===== src/rtl/nand_data_flow_pkg.sv =====
// rtl/nand_data_flow_pkg.sv - shared defaults and helpers for the NAND cell
package nand_data_flow_pkg;

    localparam int DEFAULT_WIDTH = 1;
    localparam int DEFAULT_CNT_W = 16;

    // Largest value a w-bit unsigned counter can hold (clamped to 32 bits).
    function automatic logic [31:0] sat_max(input int unsigned w);
        if (w >= 32) begin
            return 32'hFFFF_FFFF;
        end
        return (32'd1 << w) - 32'd1;
    endfunction

endpackage


===== src/rtl/nand_data_flow_sat_counter.sv =====
// rtl/nand_data_flow_sat_counter.sv - saturating event counter with sync clear
module sat_counter
    import nand_data_flow_pkg::*;
#(
    parameter int W = DEFAULT_CNT_W
) (
    input  logic         clk,
    input  logic         rst,
    input  logic         clr,
    input  logic         inc,
    output logic [W-1:0] count
);

    localparam logic [W-1:0] MAX = W'(sat_max(W));

    always_ff @(posedge clk) begin
        if (rst) begin
            count <= '0;
        end else if (clr) begin
            count <= '0;
        end else if (inc && (count != MAX)) begin
            count <= count + W'(1);
        end
    end

endmodule


===== src/rtl/nand_data_flow.sv =====
// rtl/nand_data_flow.sv - bitwise NAND cell with registered copy and activity counters
module nand_data_flow
    import nand_data_flow_pkg::*;
#(
    parameter int WIDTH = DEFAULT_WIDTH,
    parameter int CNT_W = DEFAULT_CNT_W
) (
    output logic [WIDTH-1:0] Y,
    input  logic [WIDTH-1:0] A,
    input  logic [WIDTH-1:0] B,
    input  logic             clk,
    input  logic             rst,
    input  logic             clr,
    output logic [WIDTH-1:0] Y_q,
    output logic [CNT_W-1:0] low_cnt,
    output logic [CNT_W-1:0] toggle_cnt
);

    logic low_inc;
    logic toggle_inc;

    // Purely combinational so truth-table benches work with the clock stopped.
    assign Y = ~(A & B);

    assign low_inc    = (Y != {WIDTH{1'b1}});
    assign toggle_inc = (Y != Y_q);

    // Reset value is the NAND of 0,0 so an idle cell reports no toggle.
    always_ff @(posedge clk) begin
        if (rst) begin
            Y_q <= {WIDTH{1'b1}};
        end else begin
            Y_q <= Y;
        end
    end

    sat_counter #(.W(CNT_W)) u_low_cnt (
        .clk   (clk),
        .rst   (rst),
        .clr   (clr),
        .inc   (low_inc),
        .count (low_cnt)
    );

    sat_counter #(.W(CNT_W)) u_toggle_cnt (
        .clk   (clk),
        .rst   (rst),
        .clr   (clr),
        .inc   (toggle_inc),
        .count (toggle_cnt)
    );

endmodule


===== config.mk =====
export PLATFORM = sky130hd
export DESIGN_NAME = nand_data_flow
export DESIGN_NICKNAME = d
export VERILOG_FILES = /design/src/rtl/nand_data_flow_pkg.sv /design/src/rtl/nand_data_flow_sat_counter.sv /design/src/rtl/nand_data_flow.sv
export SDC_FILE = /design/constraint.sdc
export NUM_CORES = 1
export LEC_CHECK = 0
export CAP_MARGIN = 30
export CELL_PAD_IN_SITES_DETAIL_PLACEMENT = 0
export CELL_PAD_IN_SITES_GLOBAL_PLACEMENT = 1
export CORE_ASPECT_RATIO = 0.5
export CORE_MARGIN = 5
export CORE_UTILIZATION = 37
export DETAILED_ROUTE_END_ITERATION = 16
export GPL_TIMING_DRIVEN = 1
export PLACE_DENSITY = 0.79
export SLEW_MARGIN = 20
export SYNTH_ARGS = -nofsm -noshare
export SYNTH_HDL_FRONTEND = slang
export SYNTH_SLANG_ARGS = --single-unit
export TNS_END_PERCENT = 50

===== constraint.sdc =====
create_clock -name clk -period 2 [get_ports clk]
set_input_delay 0.2 -clock clk [delete_from_list [all_inputs] [get_ports clk]]
set_output_delay 0.2 -clock clk [all_outputs]
set_load 0.01 [all_outputs]

# Word level (Yosys, flattened, before mapping)
# Cells that the tools add are included.
# Widths: inputs -> output; s select.
[word_totals]
output_inout_bits = 34
word_cells = 13
ff_bits = 33
in_bits = 5
[op_classes]
n_eq_ne = 3
reduce_logical = 3
bitwise = 2
addsub = 2
[ops]
columns = ["op", "count"]
rows = [
  ["$add 16x1->16 const B", 2],
  ["$ne 16x16->1 const B", 2],
  ["$logic_and 1x1->1", 2],
  ["$reduce_or 2->1", 1],
  ["$and 1x1->1", 1],
  ["$ne 1x1->1", 1],
  ["$not 1->1", 1],
]

# Logic depth before layout (Yosys ltp)
# Gate-level depths: netlist (run 1).
[logic_depth]
word_depth = 4
depth_mapped = 6

# By module
# From an unflattened synthesis (run 1), not the netlist that was laid out.
[hier_totals]
hier_cells = 209
hier_area_um2 = 1879.3
[by_module_without_submodules]
columns = ["module", "instances", "cells_per_inst", "seq_area_each_um2", "area_per_inst_um2"]
rows = [
  ["sat_counter", 2, 102, 320.3, 917.1],
  ["nand_data_flow", 1, 5, 20.0, 45.0],
]

# Least setup slack after synthesis (run 1)
# OpenSTA, ideal clock, no wires.
[synth_path]
path_kind = "reg2reg"
from = "register u_low_cnt.count[0]"
to = "register u_low_cnt.count[3]"
required_ns = 1.885
setup_time_ns = 0.115
n_path_buf = 1
stages_incl_launch_ff = 7
t_arrival_ns = 1.796
slack_ns = 0.089
path_cell_list = "dfxtp_1 ha_1 nand4_1 nor4_1 buf_2 nor4_1 o21a_1"
[synth_between]
elab_chain_len = 2
elab_cells_between_ends = 3
[synth_rtl]
columns = ["element", "line", "source"]
rows = [
  ["from (decl)", "nand_data_flow_sat_counter.sv:11", "output logic [W-1:0] count"],
  ["from (signal assigned)", "nand_data_flow_sat_counter.sv:22", "count <= count + W'(1);"],
  ["branches (longest 2 deep; another with $add 16x1->16)", "--", ""],
]
# Several ways; the timed one is not identified.
# A chain may end at the register's enable or synchronous reset.

# Worst setup path after layout (run 1)
[layout_path]
from = "input port A"
to = "output port Y"
[layout_between]
elab_chain_len = 2
[layout_rtl]
columns = ["element", "line", "source"]
rows = [
  ["from (decl)", "nand_data_flow.sv:9", "input logic [WIDTH-1:0] A,"],
  ["$and 1x1->1", "nand_data_flow.sv:23", "assign Y = ~(A & B);"],
  ["$not 1->1", "nand_data_flow.sv:23", ""],
  ["to (decl)", "nand_data_flow.sv:8", "output logic [WIDTH-1:0] Y,"],
]
# No other way between the ends.

==> impl_metrics.env, run 1 <==
export IMPL_port_buffers=38
export IMPL_drtPass1Iterations=4
export IMPL_routed_wire_length_per_instance_microns=14.9
export IMPL_highest_layer="met4"
export IMPL_switching_share=0.228
export IMPL_min_path_cells=2
export IMPL_grt_max_degree=24
export IMPL_wl_met3_microns=186
export IMPL_ant_nets=0
export IMPL_synth_area_sq_mm=0.00174
export IMPL_finClkSkew_ns=0.00686
export IMPL_grt_pass1_wl_mm=8.14
export IMPL_synthTopCellsByArea="dfxtp_1 (38%), o31ai_1 (5.6%), a21oi_1 (5.5%)"
export IMPL_hold_path_class="flop to flop"
export IMPL_clk_latency_ns=0.28
export IMPL_timing_fmax_mhz=522
export IMPL_syn2layout_area_growth_pct=37.7
export IMPL_die_x_microns=107
export IMPL_post_cts_buffers=0
export IMPL_p_leak_nw=0.763
export IMPL_r2r_end="u_toggle_cnt.count[13]$_SDFFE_PP0P_"
export IMPL_finalCritPeriodShare=0.958
export IMPL_vias_per_cell=5.75
export IMPL_worstHoldEndpoint="u_low_cnt.count[14]$_SDFFE_PP0P_"
export IMPL_hold_buffers=0
export IMPL_cts_htree_levels=2
export IMPL_ioPinCount=39
export IMPL_fin_util=0.536
export IMPL_status="finished, final reports clean"
export IMPL_dr_total_vias=1822
export IMPL_antenna_cells=0
export IMPL_tightest_slew_ns=0.532
export IMPL_hold_ws_ns=0.517
export IMPL_synthCells=204
export IMPL_ys_seq_elements=33
export IMPL_p_per_area_mw_per_mm2=523
export IMPL_cts_tree="built"
export IMPL_first_iter_violations=48
export IMPL_setup_violations=0
export IMPL_gp_congestion=0.783
export IMPL_post_cts_resized=0
export IMPL_clk_pin_slew_ns=0.07
export IMPL_hold_viol_final=0
export IMPL_period_needed_ns=1.92
export IMPL_dp_cells=310
export IMPL_start_util=0.389
export IMPL_cp_start_kind="input port"
export IMPL_track_usage=0.158
export IMPL_clk_path_buf_depth=2
export IMPL_numCtsBuffers=5
export IMPL_reg2reg_slack_ns=0.15
export IMPL_yosysTopAreaCellShare=0.380
export IMPL_slowest_stage="clkdlybuf4s50_1"
export IMPL_coreArea_sq_mm=0.00447
export IMPL_critPathArrivalTime_ns=1.72
export IMPL_grt_pass1_vias=1713
export IMPL_rsz0062_at_grt="false"
export IMPL_die_area_sq_mm=0.00626
export IMPL_p_sw_mw=0.285
export IMPL_layout_cells_non_filler=317
export IMPL_worstPathCellList="clkdlybuf4s50_1 > and2_0 > inv_1 > buf_6 > clkdlybuf4s50_1"
export IMPL_power_mw=1.25
export IMPL_drive_gt1_frac=0.142
export IMPL_fp_row_count=17
export IMPL_slew_viol_final=0
export IMPL_wl_met2_mm=2.15
export IMPL_synth_nets=211
export IMPL_reg2reg_depth=4
export IMPL_cp_end_kind="output port"
export IMPL_die_h_microns=58.5
export IMPL_max_slew_margin_rel=0.645
export IMPL_route_detailed_drc=0
export IMPL_synth_warnings=0
export IMPL_cp_max_fo=14
export IMPL_layout_nets=267
export IMPL_fillCellCount=420
export IMPL_p_int_mw=0.966
export IMPL_yosysSeqAreaShare=0.380
export IMPL_grt_overflow=0
export IMPL_avgSynthCellArea_sq_um=8.53
export IMPL_ir_drop_mv=0.249
export IMPL_maxCapViolCount=0
export IMPL_dp_hpwl_mm=3.37
export IMPL_p_comb_frac=0.058
export IMPL_cp_required_ns=1.80
export IMPL_cp_common_cell="clkdlybuf4s50_1"
export IMPL_clkPwrFrac=0.413
export IMPL_crit_type="input port to output port"
export IMPL_routedLengthMet1_mm=2.32
export IMPL_wirelength_mm=4.72
export IMPL_clock_sinks=33
export IMPL_hp_start="u_low_cnt.count[14]$_SDFFE_PP0P_"
export IMPL_antenna_found_initial=0
export IMPL_synth_distinct_cells=41
export IMPL_seq_area_sq_um=661
export IMPL_seq_power_share=0.529
export IMPL_r2r_start="u_toggle_cnt.count[2]$_SDFFE_PP0P_"
export IMPL_cts_root_buf="clkbuf_8"
export IMPL_critPathMaxStageDelay_ns=0.54
export IMPL_multi_input_area_sq_mm=0.00103
export IMPL_synth_area_leader_cell="dfxtp_1"
-- per-stage QoR --
| step | area (sq um) | setup WS [ns] | TNS, ns |
|---|---|---|---|
| detailed placement | 2300 | -0.124 | -0.647 |
| floorplan | 1740 | 0.0893 | 0 |
| CTS | 2390 | 0.0422 | 0 |
| global route | 2390 | 0.00342 | 0 |
| finish | 2390 | 0.0833 | 0 |
| global placement | 2300 | -0.0853 | -0.277 |
-- worst max-delay path by stage --
stage          slack (ns)  cells after the start                             endpoint                             from
5_1_grt             0.003                      5                                    Y                                A
6_report             0.08                      5                                    Y                                A
3_3_place_gp        -0.09                      5   u_toggle_cnt.count[9]$_SDFFE_PP0P_                                B
3_5_place_dp        -0.12                      5  u_toggle_cnt.count[13]$_SDFFE_PP0P_                                B
4_1_cts              0.04                      5                                    Y                                A
2_1_floorplan        0.09                      6      u_low_cnt.count[3]$_SDFFE_PP0P_  u_low_cnt.count[0]$_SDFFE_PP0P_
-- power groups by stage --
stage | Sequential (mW) | Combinational, mW | Clock (mW)
CTS | 0.662 | 0.0720 | 0.538
detailed placement | 0.677 | 0.0716 | 0
floorplan | 0.678 | 0.0335 | 0
finish | 0.662 | 0.0726 | 0.517
global placement | 0.677 | 0.0711 | 0
global route | 0.662 | 0.0801 | 0.564
-- registers in the layout, indices dropped and copies added, names as in the netlist --
register / flops
Y_q: 1
u_low_cnt.count: 16
u_toggle_cnt.count: 16
-- cell usage in the layout (no fill, tap or decap), types with 2 or more instances in the layout --
cell type | netlist | layout
clkdlybuf4s50_1 | 0 | 38
dfxtp_1 | 33 | 33
a21oi_1 | 19 | 19
buf_4 | 0 | 19
nand2_1 | 15 | 15
o31ai_1 | 13 | 13
nand3_1 | 11 | 11
or4_1 | 11 | 11
nand4_1 | 9 | 9
o21ai_0 | 9 | 9
or3_1 | 8 | 8
nor4_1 | 8 | 7
nor2_1 | 6 | 6
clkbuf_8 | 0 | 6
and4_1 | 5 | 5
o211ai_1 | 5 | 5
o21a_1 | 4 | 4
o31a_1 | 3 | 3
and3_1 | 3 | 3
mux2i_1 | 3 | 3
or2_2 | 3 | 3
nor3_1 | 3 | 3
a31oi_1 | 3 | 3
inv_1 | 2 | 2
nor4_2 | 1 | 2
a41o_1 | 2 | 2
ha_1 | 2 | 2
-- cells by family (layout without fill, tap and decap cells) --
family,after synthesis,after routing,synth area share
mux,3,3,0.0173
buf+inv,11,67,0.0288
compound gates,64,64,0.244
simple gates,91,91,0.316
flops,33,33,0.380
fa+ha+maj,2,2,0.0144
-- critical path: cells and delay by family --
kind | cells | cell delay [ns]
simple gates | 1 | 0.21
buf+inv | 4 | 1.31
-- synthesized netlist by cell type (all sizes together) --
master,n
a41o,2
o21bai,1
o311a,1
a21boi,1
nand3b,1
and4,5
nand4,9
and3b,1
o211ai,5
nand3,11
nor4,9
a41oi,1
o31ai,13
nand2,15
nor3,3
dfxtp,33
o21a,4
or4,12
inv,2
o21ai,9
nand2b,1
ha,2
and2,2
and3,3
or3,9
a21bo,1
or4b,1
or2,3
clkbuf,7
a31oi,3
a21oi,19
o31a,4
nor2,6
buf,2
mux2i,3
-- layout make-up --
type | instances | area share
Multi-Input combinational cell | 160 | 0.432
Clock buffer | 7 | 0.0361
Inverter | 2 | 0.00313
Tap cell | 57 | 0.0298
Sequential cell | 33 | 0.276
Timing Repair Buffer | 58 | 0.223
-- layer usage --
layer  global-route usage  up-vias
met4               0.0546        0
met1                0.210      851
li1                     -      928
met2                0.258       34
met3               0.0329        9
met5                    0        -
(Power assumes the default switching activity.)
==> run 2, diff against run 1 <==
Settings changed: REMOVE_ABC_BUFFERS set to 1.
==> impl_metrics.env, run 2 (synthesis results as in run 1) <==
export IMPL_die_x_microns=107
export IMPL_dr_total_vias=1831
export IMPL_ioPinCount=39
export IMPL_routedLengthMet1_mm=2.30
export IMPL_mostFrequentLayoutCells="clkdlybuf4s50_1 (38), dfxtp_1 (32), buf_4 (20)"
export IMPL_hold_path_class="flop to flop"
export IMPL_critPathLaunch="A"
export IMPL_fp_row_count=17
export IMPL_reg_top3="u_low_cnt.count (16), u_toggle_cnt.count (16), Y_q (1)"
export IMPL_final_common_cell="clkdlybuf4s50_1"
export IMPL_multi_input_area_sq_mm=0.00103
export IMPL_gp_congestion=0.831
export IMPL_reg2reg_depth=5
export IMPL_vias_per_cell=5.79
export IMPL_switching_share=0.242
export IMPL_fin_util=0.533
export IMPL_p_per_area_mw_per_mm2=512
export IMPL_wl_met2_mm=2.12
export IMPL_hold_viol_final=0
export IMPL_finalCritPeriodShare=0.945
export IMPL_seq_area_sq_um=662
export IMPL_syn2layout_area_growth_pct=36.8
export IMPL_clock_sinks=33
export IMPL_cts_tree="built"
export IMPL_track_usage=0.163
export IMPL_crit_type="input port to output port"
export IMPL_die_h_microns=58.5
export IMPL_highest_layer="met4"
export IMPL_numCtsBuffers=5
export IMPL_p_comb_frac=0.061
export IMPL_drtPass1Iterations=4
export IMPL_p_leak_nw=0.759
export IMPL_fillCellCount=428
export IMPL_r2r_start="u_toggle_cnt.count[0]$_SDFFE_PP0P_"
export IMPL_routed_wire_length_per_instance_microns=14.9
export IMPL_setup_violations=0
export IMPL_cp_required_ns=1.80
export IMPL_cp_max_fo=16
export IMPL_ant_nets=0
export IMPL_cts_root_buf="clkbuf_8"
export IMPL_reg2reg_slack_ns=0.14
export IMPL_grt_overflow=0
export IMPL_grt_pass1_vias=1768
export IMPL_hold_ws_ns=0.505
export IMPL_clk_pin_slew_ns=0.06
export IMPL_grt_pass1_wl_mm=8.21
export IMPL_first_iter_violations=45
export IMPL_power_mw=1.22
export IMPL_dp_hpwl_mm=3.37
export IMPL_p_int_mw=0.923
export IMPL_status="finished, final reports clean"
export IMPL_route_detailed_drc=0
export IMPL_start_util=0.389
export IMPL_clk_path_buf_depth=2
export IMPL_crit_end="Y"
export IMPL_antenna_found_initial=0
export IMPL_clk_latency_ns=0.29
export IMPL_cts_htree_levels=2
export IMPL_wirelength_mm=4.70
export IMPL_hold_buffers=0
export IMPL_finClkSkew_ns=0.00436
export IMPL_die_area_sq_mm=0.00626
export IMPL_seq_power_share=0.544
export IMPL_rsz0062_at_grt="false"
export IMPL_slew_viol_final=0
export IMPL_layout_nets=267
export IMPL_period_needed_ns=1.89
export IMPL_max_slew_margin_rel=0.635
export IMPL_timing_fmax_mhz=529
export IMPL_port_buffers=38
export IMPL_p_sw_mw=0.295
export IMPL_tightest_slew_ns=0.545
export IMPL_r2r_end="u_toggle_cnt.count[2]$_SDFFE_PP0P_"
export IMPL_critPathArrivalTime_ns=1.69
export IMPL_ir_drop_mv=0.266
export IMPL_maxCapViolCount=0
export IMPL_antenna_cells=0
export IMPL_cp_end_kind="output port"
export IMPL_cp_start_kind="input port"
export IMPL_wl_met3_microns=206
export IMPL_grt_max_degree=24
export IMPL_clkPwrFrac=0.395
export IMPL_coreArea_sq_mm=0.00447
export IMPL_drive_gt1_frac=0.147
[run 2: cell types whose count changed in the layout (fill, tap and decap cells not counted)]
cell      before  now
clkbuf_1       1    0
dfxtp_1       33   32
buf_4         19   20
buf_6          1    0
clkinv_2       0    1
clkbuf_8       6    5
dfxtp_2        0    1
[run 2: power by group through the flow]
stage          registers (mW)  logic (mW)  clock network [mW]
6_report                0.663      0.0738               0.482
5_1_grt                 0.663      0.0819               0.525
4_1_cts                 0.663      0.0750               0.497
3_5_place_dp            0.678      0.0747                   0
3_3_place_gp            0.678      0.0739                   0
2_1_floorplan           0.678      0.0299                   0
[run 2: timing repair]
| action | in CTS | in global routing |
|---|---|---|
| gates resized for setup | 0 | 1 |
| buffers inserted | 0 | 0 |
| setup endpoints to repair | 0 | 1 |
[run 2: worst max-delay path: stages]
cell	delay, ns
clkdlybuf4s50_1	0.43
and2_0	0.21
inv_1	0.08
buf_4	0.19
clkdlybuf4s50_1	0.56
[run 2: how the worst min path moves through the flow]
stage	start	end	slack [ns]	cells after the start
4_1_cts	u_toggle_cnt.count[15]$_SDFFE_PP0P_	u_toggle_cnt.count[15]$_SDFFE_PP0P_	0.50	2
3_3_place_gp	u_toggle_cnt.count[15]$_SDFFE_PP0P_	u_toggle_cnt.count[15]$_SDFFE_PP0P_	0.49	2
3_5_place_dp	u_toggle_cnt.count[15]$_SDFFE_PP0P_	u_toggle_cnt.count[15]$_SDFFE_PP0P_	0.49	2
2_1_floorplan	rst	Y_q$_SDFF_PP1_	0.30	1
5_1_grt	u_toggle_cnt.count[7]$_SDFFE_PP0P_	u_toggle_cnt.count[7]$_SDFFE_PP0P_	0.55	2
6_report	u_toggle_cnt.count[15]$_SDFFE_PP0P_	u_toggle_cnt.count[15]$_SDFFE_PP0P_	0.50	2
[run 2: cell type report]
| type | instances | area share |
|---|---|---|
| Clock inverter | 1 | 0.00210 |
| Timing Repair Buffer | 58 | 0.223 |
| Clock buffer | 5 | 0.0289 |
| Tap cell | 57 | 0.0300 |
| Inverter | 2 | 0.00315 |
| Multi-Input combinational cell | 160 | 0.435 |
| Sequential cell | 33 | 0.278 |
[run 2: stage by stage]
| stage | TNS [ns] | std cells | setup WS [ns] | instance area, sq um |
|---|---|---|---|---|
| finish | 0 | 316 | 0.110 | 2380 |
| global route | 0 | 316 | 0.0341 | 2380 |
| detailed placement | -0.694 | 310 | -0.136 | 2300 |
| floorplan | -2.46 | 195 | -0.325 | 1700 |
| CTS | 0 | 316 | 0.0975 | 2380 |
| global placement | -0.456 | 310 | -0.0981 | 2300 |
[run 2: metal layers]
metal	global-route usage	vias up
met1	0.211	866
met4	0.0674	0
met2	0.262	34
met3	0.0405	7
met5	0	-
li1	-	924
